[src/rtl/multicycle_control_pkg.sv]
// Shared definitions for the multicycle RV32 subset control unit:
// opcode constants, ALU control codes, ALUOp codes and the FSM state set.
package multicycle_control_pkg;

    // RV32 major opcodes (IR[6:0])
    localparam logic [6:0] OP_LOAD   = 7'b0000011;
    localparam logic [6:0] OP_STORE  = 7'b0100011;
    localparam logic [6:0] OP_RTYPE  = 7'b0110011;
    localparam logic [6:0] OP_ITYPE  = 7'b0010011;
    localparam logic [6:0] OP_BRANCH = 7'b1100011;

    // ALU operation codes seen by the datapath ALU
    localparam logic [3:0] ALU_AND = 4'b0000;
    localparam logic [3:0] ALU_OR  = 4'b0001;
    localparam logic [3:0] ALU_ADD = 4'b0010;
    localparam logic [3:0] ALU_SUB = 4'b0110;

    // Coarse ALU request from the FSM, refined by the ALU decoder
    typedef enum logic [1:0] {
        ALUOP_ADD,
        ALUOP_SUB,
        ALUOP_RFUNCT,
        ALUOP_IFUNCT
    } alu_op_e;

    typedef enum logic [3:0] {
        FETCH,
        DECODE,
        MEMADR,
        MEMRD,
        MEMWB,
        MEMWR,
        EXEC_R,
        EXEC_I,
        ALUWB,
        BRANCH,
        HALT
    } state_e;

endpackage

[src/rtl/multicycle_control_alu_decoder.sv]
// ALU decoder: maps the FSM's ALUOp request plus funct3/funct7[5] to the
// 4-bit ALU control code, and flags funct combinations the datapath cannot do.
// Ports:
//   i_alu_op        ALUOp request (ADD, SUB, RFUNCT, IFUNCT)
//   i_funct3        IR[14:12]
//   i_funct7_5      IR[30]
//   o_alu_control   ALU operation code
//   o_funct_valid   1 when the funct fields name a supported operation
module multicycle_control_alu_decoder
    import multicycle_control_pkg::*;
(
    input  alu_op_e     i_alu_op,
    input  logic [2:0]  i_funct3,
    input  logic        i_funct7_5,
    output logic [3:0]  o_alu_control,
    output logic        o_funct_valid
);

    always_comb begin
        o_alu_control = ALU_ADD;
        o_funct_valid = 1'b1;
        unique case (i_alu_op)
            ALUOP_ADD: o_alu_control = ALU_ADD;
            ALUOP_SUB: o_alu_control = ALU_SUB;
            ALUOP_RFUNCT: begin
                case ({i_funct7_5, i_funct3})
                    4'b0_000: o_alu_control = ALU_ADD;
                    4'b1_000: o_alu_control = ALU_SUB;
                    4'b0_111: o_alu_control = ALU_AND;
                    4'b0_110: o_alu_control = ALU_OR;
                    default:  o_funct_valid = 1'b0;
                endcase
            end
            ALUOP_IFUNCT: begin
                // IR[30] is immediate data for I-type, so it is ignored here
                case (i_funct3)
                    3'b000:  o_alu_control = ALU_ADD;
                    3'b110:  o_alu_control = ALU_OR;
                    3'b111:  o_alu_control = ALU_AND;
                    default: o_funct_valid = 1'b0;
                endcase
            end
            default: o_funct_valid = 1'b0;
        endcase
    end

endmodule

[src/rtl/multicycle_control.sv]
// Main control FSM for the multicycle RV32 subset datapath. Moore-decodes every
// datapath enable/select and the ALU control code from the current state; only
// PCWrite in BRANCH follows the ALU zero flag.
// Ports:
//   i_clk, i_rst_n        clock, asynchronous active-low reset
//   i_opcode, i_funct3,   IR fields (IR[6:0], IR[14:12], IR[30])
//   i_funct7_5
//   i_zero                ALU zero flag
//   o_pc_write ... o_reg_write   datapath enables and mux selects
//   o_alu_control         ALU operation code
//   o_instr_done          pulse in the last cycle of each instruction
//   o_illegal             high while parked in HALT
module multicycle_control
    import multicycle_control_pkg::*;
#(
    parameter bit ILLEGAL_HALT = 1'b1
) (
    input  logic        i_clk,
    input  logic        i_rst_n,
    input  logic [6:0]  i_opcode,
    input  logic [2:0]  i_funct3,
    input  logic        i_funct7_5,
    input  logic        i_zero,
    output logic        o_pc_write,
    output logic        o_iord,
    output logic        o_mem_read,
    output logic        o_mem_write,
    output logic        o_ir_write,
    output logic        o_mem_to_reg,
    output logic        o_alu_src_a,
    output logic [1:0]  o_alu_src_b,
    output logic        o_pc_source,
    output logic        o_reg_write,
    output logic [3:0]  o_alu_control,
    output logic        o_instr_done,
    output logic        o_illegal
);

    state_e     r_state;
    state_e     w_state_next;
    alu_op_e    w_alu_op;
    logic [3:0] w_dec_ctl;
    logic       w_dec_valid;
    logic       w_legal;

    always_ff @(posedge i_clk or negedge i_rst_n) begin
        if (!i_rst_n) begin
            r_state <= FETCH;
        end else begin
            r_state <= w_state_next;
        end
    end

    // In DECODE the decoder is pointed at the instruction's funct class so its
    // valid flag doubles as the legality check; its control code is unused there.
    always_comb begin
        w_alu_op = ALUOP_ADD;
        case (r_state)
            DECODE: begin
                if (i_opcode == OP_RTYPE) begin
                    w_alu_op = ALUOP_RFUNCT;
                end else if (i_opcode == OP_ITYPE) begin
                    w_alu_op = ALUOP_IFUNCT;
                end
            end
            EXEC_R:  w_alu_op = ALUOP_RFUNCT;
            EXEC_I:  w_alu_op = ALUOP_IFUNCT;
            BRANCH:  w_alu_op = ALUOP_SUB;
            default: w_alu_op = ALUOP_ADD;
        endcase
    end

    multicycle_control_alu_decoder u_alu_decoder (
        .i_alu_op      (w_alu_op),
        .i_funct3      (i_funct3),
        .i_funct7_5    (i_funct7_5),
        .o_alu_control (w_dec_ctl),
        .o_funct_valid (w_dec_valid)
    );

    always_comb begin
        w_state_next  = r_state;
        o_pc_write    = 1'b0;
        o_iord        = 1'b0;
        o_mem_read    = 1'b0;
        o_mem_write   = 1'b0;
        o_ir_write    = 1'b0;
        o_mem_to_reg  = 1'b0;
        o_alu_src_a   = 1'b0;
        o_alu_src_b   = 2'b00;
        o_pc_source   = 1'b0;
        o_reg_write   = 1'b0;
        o_alu_control = ALU_ADD;
        o_instr_done  = 1'b0;
        o_illegal     = 1'b0;

        // Only meaningful in DECODE, where w_dec_valid checks the funct class
        case (i_opcode)
            OP_LOAD, OP_STORE:  w_legal = 1'b1;
            OP_RTYPE, OP_ITYPE: w_legal = w_dec_valid;
            OP_BRANCH:          w_legal = (i_funct3 == 3'b000);
            default:            w_legal = 1'b0;
        endcase

        // Reset forces the idle output pattern even though the state is FETCH
        if (i_rst_n) begin
            case (r_state)
                FETCH: begin
                    o_mem_read   = 1'b1;
                    o_ir_write   = 1'b1;
                    o_alu_src_b  = 2'b01;
                    w_state_next = DECODE;
                end
                DECODE: begin
                    o_alu_src_b = 2'b10;
                    o_pc_write  = 1'b1;
                    o_pc_source = 1'b1;
                    if (!w_legal) begin
                        if (ILLEGAL_HALT) begin
                            w_state_next = HALT;
                        end else begin
                            w_state_next = FETCH;
                        end
                    end else begin
                        case (i_opcode)
                            OP_LOAD, OP_STORE: w_state_next = MEMADR;
                            OP_RTYPE:          w_state_next = EXEC_R;
                            OP_ITYPE:          w_state_next = EXEC_I;
                            default:           w_state_next = BRANCH;
                        endcase
                    end
                end
                MEMADR: begin
                    o_alu_src_a  = 1'b1;
                    o_alu_src_b  = 2'b10;
                    w_state_next = (i_opcode == OP_LOAD) ? MEMRD : MEMWR;
                end
                MEMRD: begin
                    o_iord       = 1'b1;
                    o_mem_read   = 1'b1;
                    w_state_next = MEMWB;
                end
                MEMWB: begin
                    o_reg_write  = 1'b1;
                    o_mem_to_reg = 1'b1;
                    o_instr_done = 1'b1;
                    w_state_next = FETCH;
                end
                MEMWR: begin
                    o_iord       = 1'b1;
                    o_mem_write  = 1'b1;
                    o_instr_done = 1'b1;
                    w_state_next = FETCH;
                end
                EXEC_R: begin
                    o_alu_src_a   = 1'b1;
                    o_alu_src_b   = 2'b00;
                    o_alu_control = w_dec_ctl;
                    w_state_next  = ALUWB;
                end
                EXEC_I: begin
                    o_alu_src_a   = 1'b1;
                    o_alu_src_b   = 2'b10;
                    o_alu_control = w_dec_ctl;
                    w_state_next  = ALUWB;
                end
                ALUWB: begin
                    o_reg_write  = 1'b1;
                    o_instr_done = 1'b1;
                    w_state_next = FETCH;
                end
                BRANCH: begin
                    o_alu_src_a   = 1'b1;
                    o_alu_src_b   = 2'b00;
                    o_alu_control = w_dec_ctl;
                    o_pc_source   = 1'b1;
                    o_pc_write    = i_zero;
                    o_instr_done  = 1'b1;
                    w_state_next  = FETCH;
                end
                HALT: begin
                    o_illegal    = 1'b1;
                    w_state_next = HALT;
                end
                default: w_state_next = FETCH;
            endcase
        end
    end

endmodule

[config.mk]
export PLATFORM = sky130hd
export DESIGN_NAME = multicycle_control
export DESIGN_NICKNAME = d
export VERILOG_FILES = /design/src/rtl/multicycle_control_pkg.sv /design/src/rtl/multicycle_control_alu_decoder.sv /design/src/rtl/multicycle_control.sv
export SDC_FILE = /design/constraint.sdc
export NUM_CORES = 1
export LEC_CHECK = 0
export CAP_MARGIN = 5
export CORE_MARGIN = 8
export CORE_UTILIZATION = 43
export DETAILED_ROUTE_END_ITERATION = 8
export PLACE_DENSITY = 0.92
export SYNTH_ARGS = -nofsm -noshare
export SYNTH_HDL_FRONTEND = slang
export SYNTH_SLANG_ARGS = --single-unit
[constraint.sdc]
create_clock -name i_clk -period 7.2 [get_ports i_clk]
set_input_delay 2.16 -clock i_clk [delete_from_list [all_inputs] [get_ports i_clk]]
set_output_delay 2.16 -clock i_clk [all_outputs]
set_load 0.05 [all_outputs]
# After elaboration in Yosys (flattened, before gate mapping)

Index checks and enable logic that the tools add are counted.

Register bits: 4
Output and inout bits: 17

Equal/unequal tests: 23
Muxes and demuxes: 40
Reductions and logical operators: 17

Operators by type and width:

| operator           | number |
|---|---|
| $eq 4x3->1 const B | 6 |
| $pmux 4 s6         | 1 |
| $mux 1             | 23 |
| $eq 4x4->1 const B | 4 |
| $pmux 4 s4         | 1 |
| $eq 7x6->1 const B | 2 |
| $reduce_or 2->1    | 7 |
| $mux 4             | 3 |
| $pmux 4 s3         | 1 |
| $reduce_or 4->1    | 3 |
| $pmux 3 s3         | 1 |
| $reduce_or 3->1    | 3 |
| $eq 4x2->1 const B | 2 |
| $logic_not 4->1    | 2 |
| $pmux 2 s2         | 2 |
| $pmux 2 s4         | 1 |
| $eq 7x2->1 const B | 1 |
| $eq 7x5->1 const B | 1 |
| $eq 7x7->1 const B | 1 |
| $eq 3x3->1 const B | 2 |
| $mux 2             | 3 |
| $eq 2x2->1 const B | 2 |
| $eq 4x1->1 const B | 1 |
| $pmux 1 s2         | 2 |
| other kinds (5)    | 5 |

# Logic depth before layout (Yosys ltp)

Gate-level depths: netlist of the first run.

Depth in word-level cells: 9
Mapped depth: 6
Gate-level depth less buffers: 4

# By module

Synthesis of the first run repeated with hierarchy kept, for this count alone.

Cell total of the unflattened synthesis: 97
Area, all modules: 691.9 µm²

Modules (own cells, without submodules):

| module                         | instances | cells an instance | area each (µm²) |
|---|---|---|---|
| multicycle_control             | 1         | 85                | 598.1 |
| multicycle_control_alu_decoder | 1         | 12                | 93.8 |

# Worst setup path before layout of the first run

Ideal clock, no wire load.

Path kind: input port to output port
Start: input i_opcode[3]
End: output o_alu_control[0]
Arrival: 4,989 ps
Slack: 51 ps
Stages: 4
Buffers on the path: 0
Path through: or4bb_1 -> or4_4 -> a21o_1 -> nor4_1

Longest elaborated chain between the ends: 8
Elaborated cells between the ends (all ways): 12

Ends and longest elaborated chain:

| item                               | line                                 | RTL |
|---|---|---|
| from (decl)                        | multicycle_control.sv:20             | `input logic [6:0] i_opcode,` |
| $eq 7x5->1                         | multicycle_control.sv:62             | `end else if (i_opcode == OP_ITYPE) begin` |
| $mux 2                             | multicycle_control.sv:62             |  |
| $mux 2 (*)                         | multicycle_control.sv:60             | `if (i_opcode == OP_RTYPE) begin` |
| $pmux 2 s4 (*)                     | multicycle_control.sv:58             | `case (r_state)` |
| $eq 2x2->1 (tied with other cells) | multicycle_control_alu_decoder.sv:22 | `unique case (i_alu_op)` |
| $pmux 4 s4 (*)                     | multicycle_control_alu_decoder.sv:22 |  |
| $mux 4 (*)                         | multicycle_control.sv:107            | `case (r_state)` |
| $mux 4 (*)                         | multicycle_control.sv:106            | `if (i_rst_n) begin` |
| to (decl)                          | multicycle_control.sv:34             | `output logic [3:0] o_alu_control,` |

Mark *: on every way between the ends. The rest lies on a longest branch, timed or not. The select of a mux whose other input is x is not followed.

# Worst setup path in the final report of the first run

Start: input i_opcode[0]
End: output o_alu_control[2]

The elaborated chain is that of the path after synthesis.

==> metrics.txt, run 1 <==
# Post-CTS Setup Buffers 0; fin util 65.9%; Most flops, register r_state; I/O pin count 31; register area share after synthesis 14.9%; CTS resizes 0; Rel. slew slack 62.3%; RSZ-0062 raised after global routing no; Mapped Area 671 um^2; Worst Setup End Kind output port; Pre-antenna DRT Iters 4; library cells used by synthesis 44; number of setup violations in the final report 0; Routed Antenna Nets 0; ratio of cells with drive above 1 in the final layout 10.0%; mux contribution to synthesized area 1.49%; Post-synth ARST share 100%; critical path data required time 5.04 ns; Synth Area in Compound Gates 26.1%; Worst Setup Start Kind input pin; FMAX 145 MHz; Antenna diodes 0; dpl hpwl 1630 um; GP Congestion 0.888; XOR/XNOR Fraction of Synth Area 2.61%; worst-path fanout max 4; DP Cell Count 133; Clock Tree Root clkbuf_4; maximum clock insertion buffer count 2; DR WL/cell 15.4 um; Pleak 0.372 nW; Rows 14; Final Cycle Share 95.5%; Vias 870; Synth Area in Adders 0%; Seq cells post-synth 4; top flop regs r_state (4); Post-Route Skew 0.0000854 ns; GR Overflow Total 0; DRT Wirelength 2090 um; fill count 147; # hold bufs at CTS 0; status complete, no violations; Post-Syn Area per Cell 7.13 um^2; largest family of logic cells by synthesized area simple AND/OR/NAND/NOR gates; largest net degree at the start of global routing 19; Synth Area in Simple Gates 44.2%; min-delay worst type reg -> reg; Final Hold Viols 0; initial DRC count 21; core area 1490 um^2; initial antenna violation count 0; CP arrival 4.72 ns; H-tree Lvls 1; Die W 55.5 um; Final min period 6.88 ns; fin nets 136; Max VDD drop 0.000241 V; setup tns final 0 ns; Top FF cell, synth dfrtp_1; TritonCTS Buffers 3; Port Buffers 29; number of flops mapped to enable cells by yosys 0; Least-Margin Pin Slew 0.558 ns; Total GRT Usage 13.8%; dpl ws 0.351 ns; first-pass GRT wire length 3740 um; pwr dens 351 nW/um^2; Final Non-Filler Cells 136; max FFs per register 4; Die H 55.5 um; die area 3080 um^2; Worst-Skew Late Latency 0.24 ns; vias in the first global route 836; DR vias/cell 6.40; Synth Instances 94; Initial Util 45.0%; post-route worst setup slack 0.324 ns; # clock sinks 4; Reg clk slew, reported paths 0.04 ns; max_cap viols 0; drt drc 0; Area growth, synth to finish 46.3%; critical setup path kind in -> out; Final Max Tran Viols 0; CTS tree yes; YS warnings 0; Mapped Nets 108; Hold Slack 0.842 ns
[cell type report]
| cell class | count | area [um^2] | share of cell area, % |
|---|---|---|---|
| multi-input cells | 76 | 503 | 51.3 |
| flip-flops and latches | 4 | 100 | 10.2 |
| clock buffers | 3 | 22.5 | 2.30 |
| inverters | 6 | 22.5 | 2.30 |
| well taps | 16 | 20.0 | 2.04 |
| repair buffers | 31 | 313 | 31.9 |
[worst paths after layout]
path / start / endpoint / slack (ns) / cells after the start
min reg2reg: r_state[1]$_DFFE_PN0P_ / r_state[1]$_DFFE_PN0P_ / 0.84 / 1
min: r_state[1]$_DFFE_PN0P_ / r_state[1]$_DFFE_PN0P_ / 0.84 / 1
max: i_opcode[0] / o_alu_control[2] / 0.32 / 6
max in group asynchronous: i_rst_n / r_state[3]$_DFFE_PN0P_ / 4.75 / 2
max reg2reg: r_state[2]$_DFFE_PN0P_ / r_state[3]$_DFFE_PN0P_ / 4.99 / 4
min in group asynchronous: i_rst_n / r_state[2]$_DFFE_PN0P_ / 2.33 / 2
[per-stage QoR]
stage          area [um^2]  power (W)
3_3_place_gp           958   0.000310
4_1_cts                981   0.000344
3_5_place_dp           958   0.000313
2_1_floorplan          671   0.000248
5_1_grt                981   0.000368
6_report               981   0.000344
[logic make-up after synthesis]
family	Yosys count
other	1
muxes	1
DFF	4
and+or+nand+nor	47
xor gates and xnor gates	2
buffers and inverters	14
AOI/OAI and AO/OA	25
[synth_stat cells, types with 3 or more instances]
master | n | area [um^2]
dfrtp_1 | 4 | 100
nor2_1 | 3 | 11.3
nand2_1 | 8 | 30.0
o21ai_0 | 3 | 15.0
nor4_1 | 5 | 31.3
nor3_1 | 9 | 45.0
inv_1 | 6 | 22.5
a21oi_1 | 5 | 25.0
clkbuf_1 | 5 | 18.8
nor2b_1 | 3 | 18.8
[placed cells by master, fill, tap and decap left out, types with 2 or more instances in the layout]
master	synthesis	routed
a21oi_1	5	5
a31oi_1	2	2
buf_4	2	3
clkbuf_4	0	3
clkdlybuf4s50_1	0	27
dfrtp_1	4	4
inv_1	6	6
nand2_1	8	8
nand2b_1	2	2
nand3b_1	2	2
nor2_1	3	3
nor2b_1	3	3
nor3_1	9	9
nor4_1	5	5
nor4bb_1	2	2
o21a_1	2	2
o21ai_0	3	3
or3_1	2	2
or3b_2	2	2
xnor2_1	2	2
[power breakdown]
group / internal (W) / switching (W) / total (W)
Clock: 0.0000187 / 0.00000945 / 0.0000281
Combinational: 0.0000970 / 0.000148 / 0.000245
Sequential: 0.0000319 / 0.0000390 / 0.0000709
[critical path: stages]
cell and delay (ns):
clkdlybuf4s50_1 0.47, or4bb_1 0.55, or4_4 0.55, a31oi_1 0.19, nor2_1 0.07, clkdlybuf4s50_1 0.73
[routing by layer]
layer | vias to the layer above | track usage (%) | routed length, um
met1 | 418 | 15.6 | 825
met4 | 0 | 6.69 | 34
met5 | - | 0 | 0
met2 | 41 | 22.9 | 1060
met3 | 5 | 3.88 | 175
li1 | 406 | - | -
Note: power is estimated with default switching activity, not from simulation.
==> run 2, diff against run 1 <==
- ABC_AREA: unset -> 1
- PLACE_DENSITY: 0.92 -> 0.93
- SLEW_MARGIN: unset -> 20
==> run 2 against run 1 <==
Against the previous run: first-iteration DRC count up 14%; non-clock buffer count is 2 lower; maximum frequency is 4.5% higher; routed wire length down 16%; register-to-register slack improved by 0.67 ns; clock power is 7.5% lower; sequential share of layout area grew 0.38 points; worst hold slack got worse by 0.29 ns; clock skew grew 0.0033 ns; largest cell class unchanged.
==> metrics.txt, run 2 <==
GP Congestion 0.897 (+1.1%); H-tree Lvls 1 (unchanged); setup tns final 0 ns (unchanged); critical setup path kind in -> out; drt drc 0 (unchanged); TritonCTS Buffers 3 (unchanged); fill count 132 (-10%); Total GRT Usage 12.0% (-1.7 points); Worst Setup Start Kind input pin; most frequent cells in the layout nand2_1, clkdlybuf4s50_1, inv_1, nor2_1; die area 2970 um^2 (-3.6%); Vias 799 (-8.2%); # hold bufs at CTS 0 (unchanged); Port Buffers 29 (unchanged); Seq cells post-synth 4 (unchanged); Final min period 6.58 ns (-0.297 ns); number of flops mapped to enable cells by yosys 0 (unchanged); DR vias/cell 5.03 (-21%); Least-Margin Pin Slew 0.519 ns (-0.0393 ns); first-pass GRT wire length 2830 um (-24%); CTS tree yes; Reg clk slew, reported paths 0.03 ns (about the same); Area growth, synth to finish 48.5%; Worst Setup End Kind output port; RSZ-0062 raised after global routing no; library cells used by synthesis 26 (-41%); Mapped Area 637 um^2 (-5.0%); Post-Route Skew 0.00335 ns (+0.00326 ns); Rel. slew slack 65.3% (+3.0 points); Final Cycle Share 91.4% (-4.1 points); # Post-CTS Setup Buffers 0 (unchanged); register area share after synthesis 15.7% (+0.79 points); DR WL/cell 11.0 um (-28%); YS warnings 0 (unchanged); Mapped Nets 129 (+19%); ratio of cells with drive above 1 in the final layout 10.5% (+0.49 points); top flop regs r_state (4); CP arrival 4.42 ns (-0.30 ns); status complete, no violations; max_cap viols 0 (unchanged); most common cell after layout, fill and taps aside nand2_1; DRT Wirelength 1760 um (-16%); CTS resizes 0 (unchanged); dpl ws 0.619 ns (+0.268 ns); FMAX 152 MHz (+4.5%); Worst-Skew Late Latency 0.23 ns (about the same); maximum clock insertion buffer count 2 (unchanged); Final Hold Viols 0 (unchanged); min-delay worst type reg -> reg; Antenna diodes 0 (unchanged); Post-DP Area 923 um^2 (-3.7%); post-route worst setup slack 0.621 ns (+0.297 ns); worst reg-to-reg setup slack 5.66 ns (+0.67 ns); Die W 54.5 um (-1.8%); Synth area leaders nand2_1, dfrtp_1, inv_1; Post-Syn Area per Cell 5.54 um^2 (-22%); Pleak 0.468 nW (+26%); worst-path fanout max 13 (+9); number of setup violations in the final report 0 (unchanged); Most flops, register r_state; Die H 54.5 um (-1.8%); Routed Antenna Nets 0 (unchanged); Rows 14 (unchanged); initial DRC count 24 (+14%); share of the synthesized area in the top cell type 18.9% (+3.9 points); dpl hpwl 1510 um (-7.7%); Clock Tree Root clkbuf_4; GR Overflow Total 0 (unchanged); top cells by count, synth nand2_1, inv_1, nor2_1; Top FF cell, synth dfrtp_1; Hold Slack 0.552 ns (-0.290 ns); max FFs per register 4 (unchanged); vias in the first global route 740 (-11%); most common cell in the synthesized netlist nand2_1; fin util 65.1% (-0.82 points); storage element area 100 um^2 (unchanged); core area 1450 um^2 (-2.4%); Initial Util 43.8% (-1.2 points); pwr dens 321 nW/um^2 (-8.3%); largest net degree at the start of global routing 14 (-5); initial antenna violation count 0 (unchanged); design area 946 um^2 (-3.6%); fin nets 159 (+17%); Synth Instances 115 (+22%); Post-synth ARST share 100% (unchanged); Pre-antenna DRT Iters 4 (unchanged); Max VDD drop 0.000192 V (-20%); Final Max Tran Viols 0 (unchanged); area of the multi-input gates 427 um^2 (-15%); # clock sinks 4 (unchanged); I/O pin count 31 (unchanged); Synth area leader nand2_1; critical path data required time 5.04 ns (about the same)
==> run 2: changes by cell type after synthesis, moves of 3 or more <==
cell      delta
nor2_1      +13
nor3_1       -5
inv_1       +15
nand3_1      +3
nand2_1     +24
clkbuf_1     -4
nand2_2      +3
nor4_1       -4
nor2b_1      -3
nand3_2      +3
==> run 2: worst paths after layout <==
kind,from,end,cells past startpoint
worst min-delay path,r_state[3]$_DFFE_PN0P_,r_state[3]$_DFFE_PN0P_,2
max in group asynchronous,i_rst_n,r_state[3]$_DFFE_PN0P_,1
min in group asynchronous,i_rst_n,r_state[1]$_DFFE_PN0P_,1
worst max-delay path,i_rst_n,o_pc_write,5
worst min register to register,r_state[3]$_DFFE_PN0P_,r_state[3]$_DFFE_PN0P_,2
worst max register to register,r_state[1]$_DFFE_PN0P_,r_state[0]$_DFFE_PN0P_,12
==> run 2: logic make-up (layout without fill, tap and decap cells) <==
group,Yosys count,count (layout),synth area share (%)
buffers and inverters,27,55,17.3
AND/OR/NAND/NOR,68,68,52.3
flip-flops,4,4,15.7
other,1,1,0.589
AO/OA/AOI/OAI,15,15,14.1
==> run 2: area by class of cell <==
cell class / instances / area share (%)
Tap cell: 16 / 2.12
Inverter: 23 / 9.13
Clock buffer: 3 / 2.38
Timing Repair Buffer: 29 / 30.7
Sequential cell: 4 / 10.6
Multi-Input combinational cell: 84 / 45.1
==> run 2: metal layers <==
| layer | track usage, % | share of wire [%] | up-vias |
|---|---|---|---|
| li1 | - | - | 411 |
| met1 | 13.6 | 43 | 361 |
| met2 | 23.1 | 51 | 27 |
| met3 | 0.815 | 6.0 | 0 |
| met4 | 3.69 | 0 | 0 |
| met5 | 0 | 0 | - |
==> run 2: where the power goes <==
part | switching (W) | leakage, nW | internal (W)
Sequential | 0.0000123 | 0.0520 | 0.0000314
Clock | 0.00000752 | 0.0138 | 0.0000185
Combinational | 0.000160 | 0.403 | 0.0000743
Total | 0.000180 | 0.468 | 0.000124
==> run 2: stage by stage <==
stage | std cells | total power [W]
6_report | 159 | 0.000304
5_1_grt | 159 | 0.000322
3_5_place_dp | 156 | 0.000277
3_3_place_gp | 156 | 0.000273
4_1_cts | 159 | 0.000305
2_1_floorplan | 115 | 0.000213
==> run 2: worst max-delay path, cell delays in order <==
cell and delay (ns):
clkdlybuf4s50_1 0.72, inv_1 0.26, nor3_1 0.29, o21a_1 0.17
clkdlybuf4s50_1 0.81
